`src/rtl/uart_reg_sched.sv`:
```
// uart_reg_sched: owns the UART IP register port, drains RX bytes and feeds THR from a TX FIFO.
// The post-reset configuration sequence is built only when `UART_REG_SCHED_INIT_EN is defined.
module uart_reg_sched #(
  parameter logic [15:0] DIVISOR  = 16'h000F,
  parameter int unsigned TX_DEPTH = 16
) (
  input  logic       sys_clk,
  input  logic       rst_n,
  input  logic [7:0] tx_data_i,
  input  logic       tx_data_wr_i,
  output logic       tx_full_o,
  output logic       tx_drop_o,
  output logic [7:0] rx_data_o,
  output logic       rx_data_wr_o,
  output logic       rx_err_o,
  output logic       init_done_o,
  output logic       ip_tx_en_o,
  output logic [2:0] ip_waddr_o,
  output logic [7:0] ip_wdata_o,
  output logic       ip_rx_en_o,
  output logic [2:0] ip_raddr_o,
  input  logic [7:0] ip_rdata_i
);

  localparam int unsigned PW = $clog2(TX_DEPTH);
  localparam int unsigned CW = PW + 1;
  localparam logic [CW-1:0] FULL_CNT = CW'(TX_DEPTH);

  localparam logic [2:0] A_RBR = 3'd0;
  localparam logic [2:0] A_THR = 3'd0;
  localparam logic [2:0] A_DLL = 3'd0;
  localparam logic [2:0] A_DLM = 3'd1;
  localparam logic [2:0] A_FCR = 3'd2;
  localparam logic [2:0] A_LCR = 3'd3;
  localparam logic [2:0] A_LSR = 3'd5;

  // INITn: config write | POLL: read LSR | PCHK: act on LSR | RD/RCAP: read RBR, capture | WR: write THR
  typedef enum logic [3:0] {
`ifdef UART_REG_SCHED_INIT_EN
    S_INIT0,
    S_INIT1,
    S_INIT2,
    S_INIT3,
    S_INIT4,
`endif
    S_POLL,
    S_PCHK,
    S_RD,
    S_RCAP,
    S_WR
  } state_e;

`ifdef UART_REG_SCHED_INIT_EN
  localparam state_e S_RESET = S_INIT0;
`else
  localparam state_e S_RESET = S_POLL;
`endif

  state_e        state_q, state_d;
  logic          run_q;
  logic          push, pop, lsr_err, rx_cap;
  logic          fifo_full, fifo_empty;
  logic [PW-1:0] wr_ptr_q, rd_ptr_q;
  logic [CW-1:0] count_q, count_d;
  logic [7:0]    mem_q [TX_DEPTH];
  logic          tx_full_q, tx_drop_q;
  logic [7:0]    rx_data_q;
  logic          rx_wr_q, rx_err_q;
`ifdef UART_REG_SCHED_INIT_EN
  logic          init_fin;
  logic          init_done_q;
`endif

  assign fifo_full  = (count_q == FULL_CNT);
  assign fifo_empty = (count_q == '0);

  // The port decode is combinational on state, so run_q masks it while rst_n is low and
  // holds the FSM for one cycle after release so the reset state's action is not skipped.
  always_ff @(posedge sys_clk or negedge rst_n) begin
    if (!rst_n) begin
      run_q   <= 1'b0;
      state_q <= S_RESET;
    end else begin
      run_q   <= 1'b1;
      state_q <= state_d;
    end
  end

  always_comb begin
    state_d    = state_q;
    ip_tx_en_o = 1'b0;
    ip_waddr_o = '0;
    ip_wdata_o = '0;
    ip_rx_en_o = 1'b0;
    ip_raddr_o = '0;
    pop        = 1'b0;
    lsr_err    = 1'b0;
    rx_cap     = 1'b0;
`ifdef UART_REG_SCHED_INIT_EN
    init_fin   = 1'b0;
`endif
    if (run_q) begin
      case (state_q)
`ifdef UART_REG_SCHED_INIT_EN
        S_INIT0: begin
          ip_tx_en_o = 1'b1;
          ip_waddr_o = A_LCR;
          ip_wdata_o = 8'h83;
          state_d    = S_INIT1;
        end
        S_INIT1: begin
          ip_tx_en_o = 1'b1;
          ip_waddr_o = A_DLL;
          ip_wdata_o = DIVISOR[7:0];
          state_d    = S_INIT2;
        end
        S_INIT2: begin
          ip_tx_en_o = 1'b1;
          ip_waddr_o = A_DLM;
          ip_wdata_o = DIVISOR[15:8];
          state_d    = S_INIT3;
        end
        S_INIT3: begin
          ip_tx_en_o = 1'b1;
          ip_waddr_o = A_LCR;
          ip_wdata_o = 8'h03;
          state_d    = S_INIT4;
        end
        S_INIT4: begin
          ip_tx_en_o = 1'b1;
          ip_waddr_o = A_FCR;
          ip_wdata_o = 8'h07;
          init_fin   = 1'b1;
          state_d    = S_POLL;
        end
`endif
        S_POLL: begin
          ip_rx_en_o = 1'b1;
          ip_raddr_o = A_LSR;
          state_d    = S_PCHK;
        end
        S_PCHK: begin
          lsr_err = |ip_rdata_i[4:1];
          // Receive wins over transmit so the IP receiver cannot overrun.
          if (ip_rdata_i[0]) begin
            state_d = S_RD;
          end else if (ip_rdata_i[5] && !fifo_empty) begin
            state_d = S_WR;
          end else begin
            state_d = S_POLL;
          end
        end
        S_RD: begin
          ip_rx_en_o = 1'b1;
          ip_raddr_o = A_RBR;
          state_d    = S_RCAP;
        end
        S_RCAP: begin
          rx_cap  = 1'b1;
          state_d = S_POLL;
        end
        S_WR: begin
          ip_tx_en_o = 1'b1;
          ip_waddr_o = A_THR;
          ip_wdata_o = mem_q[rd_ptr_q];
          pop        = 1'b1;
          state_d    = S_POLL;
        end
        default: state_d = S_RESET;
      endcase
    end
  end

  // A pop in the same cycle frees the slot, so a write while full is still taken.
  assign push = tx_data_wr_i & (~fifo_full | pop);

  always_comb begin
    count_d = count_q;
    case ({push, pop})
      2'b10:   count_d = count_q + 1'b1;
      2'b01:   count_d = count_q - 1'b1;
      default: count_d = count_q;
    endcase
  end

  always_ff @(posedge sys_clk or negedge rst_n) begin
    if (!rst_n) begin
      wr_ptr_q  <= '0;
      rd_ptr_q  <= '0;
      count_q   <= '0;
      tx_full_q <= 1'b0;
      tx_drop_q <= 1'b0;
    end else begin
      if (push) wr_ptr_q <= wr_ptr_q + 1'b1;
      if (pop)  rd_ptr_q <= rd_ptr_q + 1'b1;
      count_q   <= count_d;
      tx_full_q <= (count_d == FULL_CNT);
      tx_drop_q <= tx_data_wr_i & ~push;
    end
  end

  always_ff @(posedge sys_clk) begin
    if (push) mem_q[wr_ptr_q] <= tx_data_i;
  end

  always_ff @(posedge sys_clk or negedge rst_n) begin
    if (!rst_n) begin
      rx_data_q <= '0;
      rx_wr_q   <= 1'b0;
      rx_err_q  <= 1'b0;
    end else begin
      if (rx_cap) rx_data_q <= ip_rdata_i;
      rx_wr_q  <= rx_cap;
      rx_err_q <= lsr_err;
    end
  end

`ifdef UART_REG_SCHED_INIT_EN
  always_ff @(posedge sys_clk or negedge rst_n) begin
    if (!rst_n) begin
      init_done_q <= 1'b0;
    end else if (init_fin) begin
      init_done_q <= 1'b1;
    end
  end
  assign init_done_o = init_done_q;
`else
  // Without the sequence the divisor has no consumer; the IP power-on settings apply.
  logic unused_divisor;
  assign unused_divisor = ^DIVISOR;
  assign init_done_o    = 1'b1;
`endif

  assign tx_full_o    = tx_full_q;
  assign tx_drop_o    = tx_drop_q;
  assign rx_data_o    = rx_data_q;
  assign rx_data_wr_o = rx_wr_q;
  assign rx_err_o     = rx_err_q;

endmodule
```
`config.mk`:
```
export PLATFORM = sky130hd
export DESIGN_NAME = uart_reg_sched
export DESIGN_NICKNAME = d
export VERILOG_FILES = /design/src/rtl/uart_reg_sched.sv
export SDC_FILE = /design/constraint.sdc
export NUM_CORES = 1
export LEC_CHECK = 0
export CAP_MARGIN = 20
export CELL_PAD_IN_SITES_DETAIL_PLACEMENT = 0
export CELL_PAD_IN_SITES_GLOBAL_PLACEMENT = 1
export CORE_ASPECT_RATIO = 1.2
export CORE_UTILIZATION = 54
export DETAILED_ROUTE_END_ITERATION = 10
export GPL_TIMING_DRIVEN = 0
export HOLD_SLACK_MARGIN = 0.02
export PLACE_DENSITY = 0.92
export REMOVE_ABC_BUFFERS = 1
export SYNTH_ARGS = -nofsm -noshare
export SYNTH_HDL_FRONTEND = slang
export SYNTH_SLANG_ARGS = --single-unit
```
`constraint.sdc`:
```
create_clock -name sys_clk -period 7.3 [get_ports sys_clk]
set_input_delay 1.825 -clock sys_clk [delete_from_list [all_inputs] [get_ports sys_clk]]
set_output_delay 1.825 -clock sys_clk [all_outputs]
set_load 0.02 [all_outputs]
```
[After elaboration in Yosys (flattened, before gate mapping)]
Memory sizes are Yosys's and may differ from the RTL's.
Cells that the tools add are included.
Cells by class
  multiplexer cells: 18
  add/sub/neg operators: 4
  equal/unequal tests: 8
  reduce and logical (&&, ||, !) cells: 6
  bitwise logic cells: 5
Operators with widths (number)
  $mux 8: 2
  $mux 3: 4
  $eq 5x5->1 const B: 2
  $mux 1: 10
  $pmux 5 s2: 1
  $pmux 3 s3: 1
  $add 4x1->4 const B: 2
  $eq 4x2->1 const B: 2
  $add 5x1->5 const B: 1
  $logic_not 5->1: 1
  $sub 5x1->5 const B: 1
  $eq 4x1->1 const B: 1
  $eq 4x3->1 const B: 1
  $logic_not 4->1: 1
  $reduce_or 4->1: 1
  $and 1x1->1: 2
  $eq 2x1->1 const B: 1
  $eq 2x2->1 const B: 1
  $not 1->1: 2
  $reduce_or 2->1: 1
  $logic_and 1x1->1: 1
  $logic_not 1->1: 1
  $or 1x1->1: 1
Word-level totals
  logic and storage cells: 52
  output and inout bits: 29
  memories kept: 1
  bits in registers: 30
  bits in writable memories: 128
  bits of input ports: 19
Memory list
  mem_q: depth 16, bits a word 8, rd ports 1, clocked after Yosys merged registers in 0, write ports 1, line 65  | logic [7:0] mem_q [TX_DEPTH];

[Longest topological paths before layout]
Gate-level depths: netlist of the first run.
  depth in word-level cells: 8
  mapped depth: 12
  depth with buffers taken out: 10

[Least setup slack after synthesis of the first run]
Ideal clock, no wire load.
  path kind: reg-to-output
  from: register rd_ptr_q[0]
  to: output ip_wdata_o[0]
  arrival time: 1.832 ns
  buffers on the path: 2
  data required time: 5.475 ns
  slack: 3.643 ns
  cell stages (with the launch flop): 6
  path through: dfrtp_1 buf_6 buf_6 mux4_1 mux4_2 and2_1
Between the ends
  cells in the longest elaborated chain, start to end: 3
RTL lines
  start, declared: line 63  | logic [PW-1:0] wr_ptr_q, rd_ptr_q;
  start signal, assigned: line 195  | if (pop) rd_ptr_q <= rd_ptr_q + 1'b1;
  $mem_v2 16x8
  $mux 8: line 103  | case (state_q)
  $mux 8: line 102  | if (run_q) begin
  end, declared: line 19  | output logic [7:0] ip_wdata_o,
No other way between the ends.

[Final worst setup path of the first run]
  from: register rd_ptr_q[1]
  to: output ip_wdata_o[6]
The elaborated chain is that of the path after synthesis.

==> summary.md, run 1 <==
| Metric | Value |
|---|---|
| Status | `finished, final reports clean` |
| Drt drc | `0` |
| Startpoint types | `flop` |
| Hold Violations, Final | `0` |
| Clock Latency Late Sink | `approximately 420 ps` |
| Min-Delay Path Depth | `2` |
| Row count | `43` |
| Layout Skew | `about 6.6 ps` |
| Min cycle time layout | `about 5000 ps` |
| Reg-to-reg slack, setup | `between 3000 and 4000 ps` |
| Met3 GRT Util | `~5.4%` |
| CP arrival | `between 3000 and 4000 ps` |
| Reg-to-Reg Start | `state_q[0]$_DFFE_PN0P_` |
| Layout cell share with drive strength beyond 1 | `between 10 and 15%` |
| Synth Area in Simple Gates | `5.49%` |
| CTS H-tree lvls | `4` |
| Mapped cell area | `approximately 6600 um2` |
| Slew @ Worst Pin | `between 800 and 900 ps` |
| Total inserted antenna cells | `0` |
| Met1 Use GR | `26.3%` |
| R2R Path End | `tx_full_o$_DFF_PN0_` |
| Grt total ovfl | `0` |
| Post_cts resized | `0` |
| Dpl hpwl | `between 7000 and 8000 um` |
| Sink Count | `roughly 160` |
| Post-CTS Hold Fix Bufs | `0` |
| CTS Buf Count | `17` |
| First-pass GRT wire length | `about 19000 um` |
| Root buffer cell | `clkbuf_16` |
| Crit end category | `output pin` |
| FILL cells | `between 700 and 800` |
| Tcrit/Tclk final | `68.1%` |
| Lkg Pwr | `2.72 nW` |
| Die Ht | `about 120 um` |
| Gr usage total | `a little over a fifth` |
| Hold Path Class | `reg -> reg` |
| IO Count | `48` |
| Flops & latches, synth | `~160` |
| Initial Util | `approximately 56%` |
| Vias per inst | `a little under 6` |
| P per Cell Area | `between 300 and 400 nW/um2` |
| Reg clk slew, reported paths | `roughly 60 ps` |
| Core ar. | `around 12000 um2` |
| Final TNS setup | `0 ps` |
| Mux cell area share after synthesis | `16.5%` |
| CP max FO | `19` |
| Number of port buffers | `42` |
| Required @ worst endpoint | `roughly 5500 ps` |
| GR Layer Usage met2 | `34.6%` |
| Post-CTS Setup Bufs | `0` |
| Initial antenna violation count | `0` |
| Synth Area in XOR/XNOR | `between 1 and 1.5%` |
| Placer Congestion | `0.751` |
| CTS Buffer Depth | `2` |
| GR peak layer | `met2` |
| Hold Path Sink | `rx_data_o[0]$_DFFE_PN0P_` |
| Unique masters post-synth | `41` |
| Adder-Cell Fraction of Synth Area | `between 1.5 and 2%` |
| Number of global-route vias before repair | `roughly 3.4k` |
| Synth Area in Compound Gates | `2.45%` |
| Final wirelength | `roughly 12000 um` |
| Yosys warning count | `0` |
| Final Setup Violations | `0` |
| Worst reg-to-reg path cell count | `10` |
| TritonCTS clock tree | `yes` |
| Placed Cells | `around 530` |
| Commonest non-fill, non-tap cell in the layout | `edfxtp_1` |
| Avg WL per Cell | `21.3 um` |
| Cells after synthesis | `347` |
| Most frequent cells in the layout | `edfxtp_1, clkdlybuf4s50_1, dfrtp_1` |
| Largest family of logic cells by synthesized area | `multiplexers` |
| Register area share after synthesis | `about 70%` |
| Max_slew headroom | `41.9%` |
| # nets final | `between 400 and 500` |
| Worst Hold Launch | `rx_data_o[0]$_DFFE_PN0P_` |
| Fmax | `about 200 MHz` |
| Max Cap Viol | `0` |
| Die Area | `around 13000 um2` |
| Mean Syn Cell Area | `around 19 um2` |
| Max-slew violations | `0` |
| Iter 0 DRT Violations | `~290` |
| Die width | `between 100 and 150 um` |
| Vias | `roughly 3.3k` |
| VDD IR-drop max | `0.195 mV` |
| Largest net degree at the start of global routing | `33` |
| Drt first pass iters | `4` |
| Number of routed nets with antenna violations | `0` |
| Fin cells | `around 570` |
| RSZ-0062 raised after global routing | `false` |
| Area growth from synthesis to layout | `17.1%` |
| Setup CP Type | `reg -> out` |
## cell type report
| class | instances | area, um2 | share of cell area [%] |
|---|---|---|---|
| Multi-Input combinational cell | 165 | 1840 | 23.9 |
| Timing Repair Buffer | 45 | 483 | 6.26 |
| Sequential cell | 157 | 4570 | 59.2 |
| Tap cell | 157 | 196 | 2.54 |
| Clock inverter | 14 | 164 | 2.12 |
| Inverter | 9 | 33.8 | 0.438 |
| Clock buffer | 18 | 429 | 5.56 |
## registers in the layout, summed over array words and instances, names as in the netlist
register and count:
tx_full_o 1, tx_drop_o 1, count_q 5, state_q 3, mem_q 128, rx_data_o 8, rx_data_wr_o 1, wr_ptr_q 4
rx_err_o 1, rd_ptr_q 4, run_q 1
## critical path, stage by stage (launching register included)
cell and delay (ps):
dfrtp_1 910, buf_16 240, mux4_1 360, mux4_2 490
and2_1 190, clkdlybuf4s50_1 540
## per-stage QoR
| step | power [W] | area (um2) | util (%) | setup WS (ps) | hold WS, ps |
|---|---|---|---|---|---|
| 6_report | 0.00278 | 7720 | 65.8 | 2330 | 481 |
| 5_1_grt | 0.00288 | 7720 | 65.8 | 2190 | 515 |
| 4_1_cts | 0.00279 | 7720 | 65.8 | 2300 | 491 |
| 3_5_place_dp | 0.00190 | 7130 | 60.8 | 2800 | 477 |
| 3_3_place_gp | 0.00184 | 7060 | 60.2 | 1900 | 467 |
| 2_1_floorplan | 0.00165 | 6440 | - | 2900 | 493 |
## synth_stat cells
| master | count | area (um2) |
|---|---|---|
| a21o_1 | 2 | 15.0 |
| a21oi_1 | 6 | 30.0 |
| a311o_1 | 1 | 10.0 |
| a31oi_1 | 1 | 6.26 |
| a32o_1 | 1 | 10.0 |
| a32oi_1 | 1 | 8.76 |
| and2_1 | 24 | 150 |
| and3_1 | 1 | 6.26 |
| buf_2 | 4 | 20.0 |
| buf_4 | 11 | 82.6 |
| buf_6 | 5 | 56.3 |
| conb_1 | 2 | 7.51 |
| dfrtp_1 | 29 | 726 |
| edfxtp_1 | 128 | 3840 |
| fa_1 | 1 | 20.0 |
| ha_1 | 8 | 100 |
| inv_1 | 8 | 30.0 |
| inv_2 | 1 | 3.75 |
| mux2_2 | 7 | 78.8 |
| mux2i_1 | 3 | 30.0 |
| mux4_1 | 21 | 552 |
| mux4_2 | 19 | 428 |
| nand2_1 | 17 | 63.8 |
| nand3_1 | 3 | 15.0 |
| nand3b_1 | 1 | 7.51 |
| nand4_1 | 2 | 12.5 |
| nand4bb_1 | 1 | 11.3 |
| nor2_1 | 5 | 18.8 |
| nor2b_1 | 1 | 6.26 |
| nor3_1 | 3 | 15.0 |
| nor3b_1 | 2 | 15.0 |
| nor4_1 | 2 | 12.5 |
| nor4b_2 | 1 | 15.0 |
| o21a_1 | 2 | 15.0 |
| o21ai_0 | 8 | 40.0 |
| o221ai_1 | 1 | 8.76 |
| o32ai_1 | 2 | 17.5 |
| or2_2 | 1 | 6.26 |
| or3_1 | 1 | 6.26 |
| xnor2_1 | 7 | 61.3 |
| xor2_1 | 3 | 26.3 |
## per-layer routing
| layer | up-vias | part of all wire, % |
|---|---|---|
| met3 | 24 | 6.0 |
| li1 | 1477 | - |
| met2 | 135 | 53 |
| met1 | 1688 | 39 |
| met4 | 0 | 2.2 |
| met5 | - | 0 |
## where the power goes
part	internal (W)	switching [W]
sequential	0.00110	0.0000988
combinational	0.000362	0.000334
clock	0.000537	0.000341
total	0.00200	0.000774
## worst max path at each step
stage                         end  cells past startpoint                    start
finish              ip_wdata_o[6]                      5  rd_ptr_q[1]$_DFFE_PN0N_
global route        ip_wdata_o[6]                      5  rd_ptr_q[1]$_DFFE_PN0N_
CTS                 ip_wdata_o[6]                      5  rd_ptr_q[1]$_DFFE_PN0N_
detailed placement  ip_wdata_o[6]                      5  rd_ptr_q[1]$_DFFE_PN0N_
global placement    ip_wdata_o[4]                      4  rd_ptr_q[0]$_DFFE_PN0N_
floorplan           ip_wdata_o[0]                      3  rd_ptr_q[0]$_DFFE_PN0N_
## kinds of logic (layout without fill, tap and decap cells)
kind of cell | Yosys count | after routing
AO/OA/AOI/OAI | 25 | 25
XOR/XNOR | 10 | 10
adder cells (fa/ha/maj) | 9 | 9
buffers and inverters | 29 | 86
flip-flops | 157 | 157
multiplexers | 50 | 50
other | 2 | 6
AND/OR/NAND/NOR | 65 | 65
Power figures use the tool's default switching activity.
==> run 2, diff against run 1 <==
CORE_UTILIZATION = 51   (was 54)
PLACE_DENSITY = 0.88   (was 0.92)
clock period = 4.63 ns   (was 7.3 ns; I/O delays follow)
==> summary.md, run 2 (synthesized netlist as in run 1, its figures left out) <==
| Metric | Value |
|---|---|
| Fmax | `roughly 230 MHz` |
| Post-CTS Hold Fix Bufs | `0 (unchanged)` |
| Commonest non-fill, non-tap cell in the layout | `edfxtp_1 (unchanged)` |
| Post-CTS Setup Bufs | `0 (unchanged)` |
| Status | `finished, final reports clean (unchanged)` |
| Dpl ws | `699 ps (was 2800 ps)` |
| Total inserted antenna cells | `0 (unchanged)` |
| First-pass GRT wire length | `18300 um (was 18500 um)` |
| Part of the power in registers | `44.4% (was 43.3%)` |
| Clock Latency Late Sink | `410 ps (was 420 ps)` |
| VDD IR-drop max | `0.237 mV (was 0.195 mV)` |
| IO Count | `48 (unchanged)` |
| Required @ worst endpoint | `3470 ps (was 5480 ps)` |
| Initial antenna violation count | `0 (unchanged)` |
| Post_cts resized | `0 (unchanged)` |
| Gr usage total | `19.0% (was 21.3%)` |
| Number of port buffers | `42 (unchanged)` |
| RSZ-0062 raised after global routing | `false (unchanged)` |
| Initial Util | `52.2% (was 56.2%)` |
| Final wirelength | `11500 um (was 12000 um)` |
| Layout Skew | `6.10 ps (was 6.57 ps)` |
| Row count | `45 (was 43)` |
| Area growth from synthesis to layout | `17.1% (about the same)` |
| Vias per inst | `5.58 (was 5.88)` |
| Placer Congestion | `0.731 (was 0.751)` |
| Die Area | `13400 um2 (was 12600 um2)` |
| TritonCTS clock tree | `yes (unchanged)` |
| Switching power | `0.00119 W (was 0.000774 W)` |
| Die Ht | `127 um (was 123 um)` |
| Max Cap Viol | `0 (unchanged)` |
| Sink Count | `157 (unchanged)` |
| Lkg Pwr | `2.71 nW (was 2.72 nW)` |
| Sw frac | `27.6% (was 27.9%)` |
| Hold Path Class | `reg -> reg (unchanged)` |
| Number of routed nets with antenna violations | `0 (unchanged)` |
| Dpl hpwl | `7570 um (was 7580 um)` |
| Crit end category | `output pin (unchanged)` |
| Cell Int Power | `0.00311 W (was 0.00200 W)` |
| Min setup slack post-route | `229 ps (was 2330 ps)` |
| Drt first pass iters | `4 (unchanged)` |
| Most flop-heavy register | `mem_q (unchanged)` |
| Most frequent cells in the layout | `edfxtp_1, clkdlybuf4s50_1, dfrtp_1 (unchanged)` |
| Dpl cell area | `7150 um2 (was 7130 um2)` |
| Core ar. | `12600 um2 (was 11700 um2)` |
| # nets final | `423 (unchanged)` |
| Clock Power Share | `31.0% (was 31.6%)` |
| Max-slew violations | `0 (unchanged)` |
| Drt drc | `0 (unchanged)` |
| Largest net degree at the start of global routing | `26 (was 33)` |
| Avg WL per Cell | `20.1 um (was 21.3 um)` |
| Min cycle time layout | `4400 ps` |
| Layout cell share with drive strength beyond 1 | `14.7% (unchanged)` |
| Grt total ovfl | `0 (unchanged)` |
| Startpoint types | `flop (unchanged)` |
| Vias | `3193 (was 3324)` |
| Die width | `106 um (was 103 um)` |
| Final Instance Area | `7720 um2 (about the same)` |
| Number of flip-flops under the largest register name | `128 (unchanged)` |
| CP max FO | `19 (unchanged)` |
| Number of global-route vias before repair | `3367 (was 3389)` |
| Slew @ Worst Pin | `783 ps (was 871 ps)` |
| Logic gate share of total power | `24.5% (was 25.1%)` |
| CTS H-tree lvls | `4 (unchanged)` |
| Tcrit/Tclk final | `between 90% and 100%` |
| CTS Buf Count | `17 (unchanged)` |
| Design Power | `0.00430 W (was 0.00278 W)` |
| Hold Violations, Final | `0 (unchanged)` |
| CTS Buffer Depth | `2 (unchanged)` |
| Max_slew headroom | `47.8% (was 41.9%)` |
| CP arrival | `3240 ps (was 3150 ps)` |
| Final Setup Violations | `0 (unchanged)` |
| Iter 0 DRT Violations | `261 (was 291)` |
| Setup CP Type | `reg -> out (unchanged)` |
| Reg clk slew, reported paths | `60 ps (about the same)` |
| Root buffer cell | `clkbuf_16 (unchanged)` |
| P per Cell Area | `558 nW/um2 (was 360 nW/um2)` |
==> run 2: changes by cell type in the layout (fill, tap and decap cells not counted), moves of 2 or more <==
cell        before  now
clkbuf_1         1    5
clkinv_1         4    0
inv_6            4    1
clkinvlp_4       2    4
==> run 2: stage by stage <==
stage	hold WS, ps	cells	utilization (%)	setup TNS [ps]
CTS	485	572	61.2	0
finish	483	572	61.2	0
global placement	463	537	56.1	-785
detailed placement	472	540	56.7	0
floorplan	493	331	-	0
global route	525	572	61.2	0
==> run 2: critical path, stage by stage, from the launching register on <==
cell             delay (ps)
dfrtp_2                 680
buf_12                  260
mux4_1                  630
mux4_2                  520
and2_1                  180
clkdlybuf4s50_1         540
==> run 2: final cells by class <==
| class | instances | area (um2) |
|---|---|---|
| inverter | 9 | 33.8 |
| clock inverter | 9 | 113 |
| tap | 164 | 205 |
| clock buffer | 23 | 458 |
| multi-input combinational | 165 | 1840 |
| sequential | 157 | 4570 |
| timing repair buffer | 45 | 495 |
| fill | 867 | 4890 |
==> run 2: path summary, 6_finish.rpt <==
path	start	endpoint	slack, ps	cells after the start
hold / removal	rx_data_o[0]$_DFFE_PN0P_	rx_data_o[0]$_DFFE_PN0P_	480	2
hold reg to reg	rx_data_o[0]$_DFFE_PN0P_	rx_data_o[0]$_DFFE_PN0P_	480	2
setup reg to reg	state_q[0]$_DFFE_PN0P_	tx_full_o$_DFF_PN0_	1420	10
max in group asynchronous	rst_n	rd_ptr_q[0]$_DFFE_PN0N_	2910	2
min in group asynchronous	rst_n	wr_ptr_q[1]$_DFFE_PN0P_	1190	1
setup / recovery	rd_ptr_q[0]$_DFFE_PN0N_	ip_wdata_o[7]	230	5
==> run 2: power groups by stage <==
stage	clock network [W]	logic [W]	registers, W
6_report	0.00134	0.00106	0.00191
5_1_grt	0.00141	0.00114	0.00194
4_1_cts	0.00135	0.00107	0.00192
3_5_place_dp	0	0.00104	0.00194
3_3_place_gp	0	0.000917	0.00198
2_1_floorplan	0	0.000617	0.00198
==> run 2: routing by layer <==
layer	vias up	GRT usage [%]	wire length (um)	part of all wire, %
met5	-	0	0	0
met1	1615	23.1	4780	42
met4	0	7.19	159	1.4
li1	1472	-	-	-
met3	13	4.93	477	4.2
met2	93	32.6	6060	53
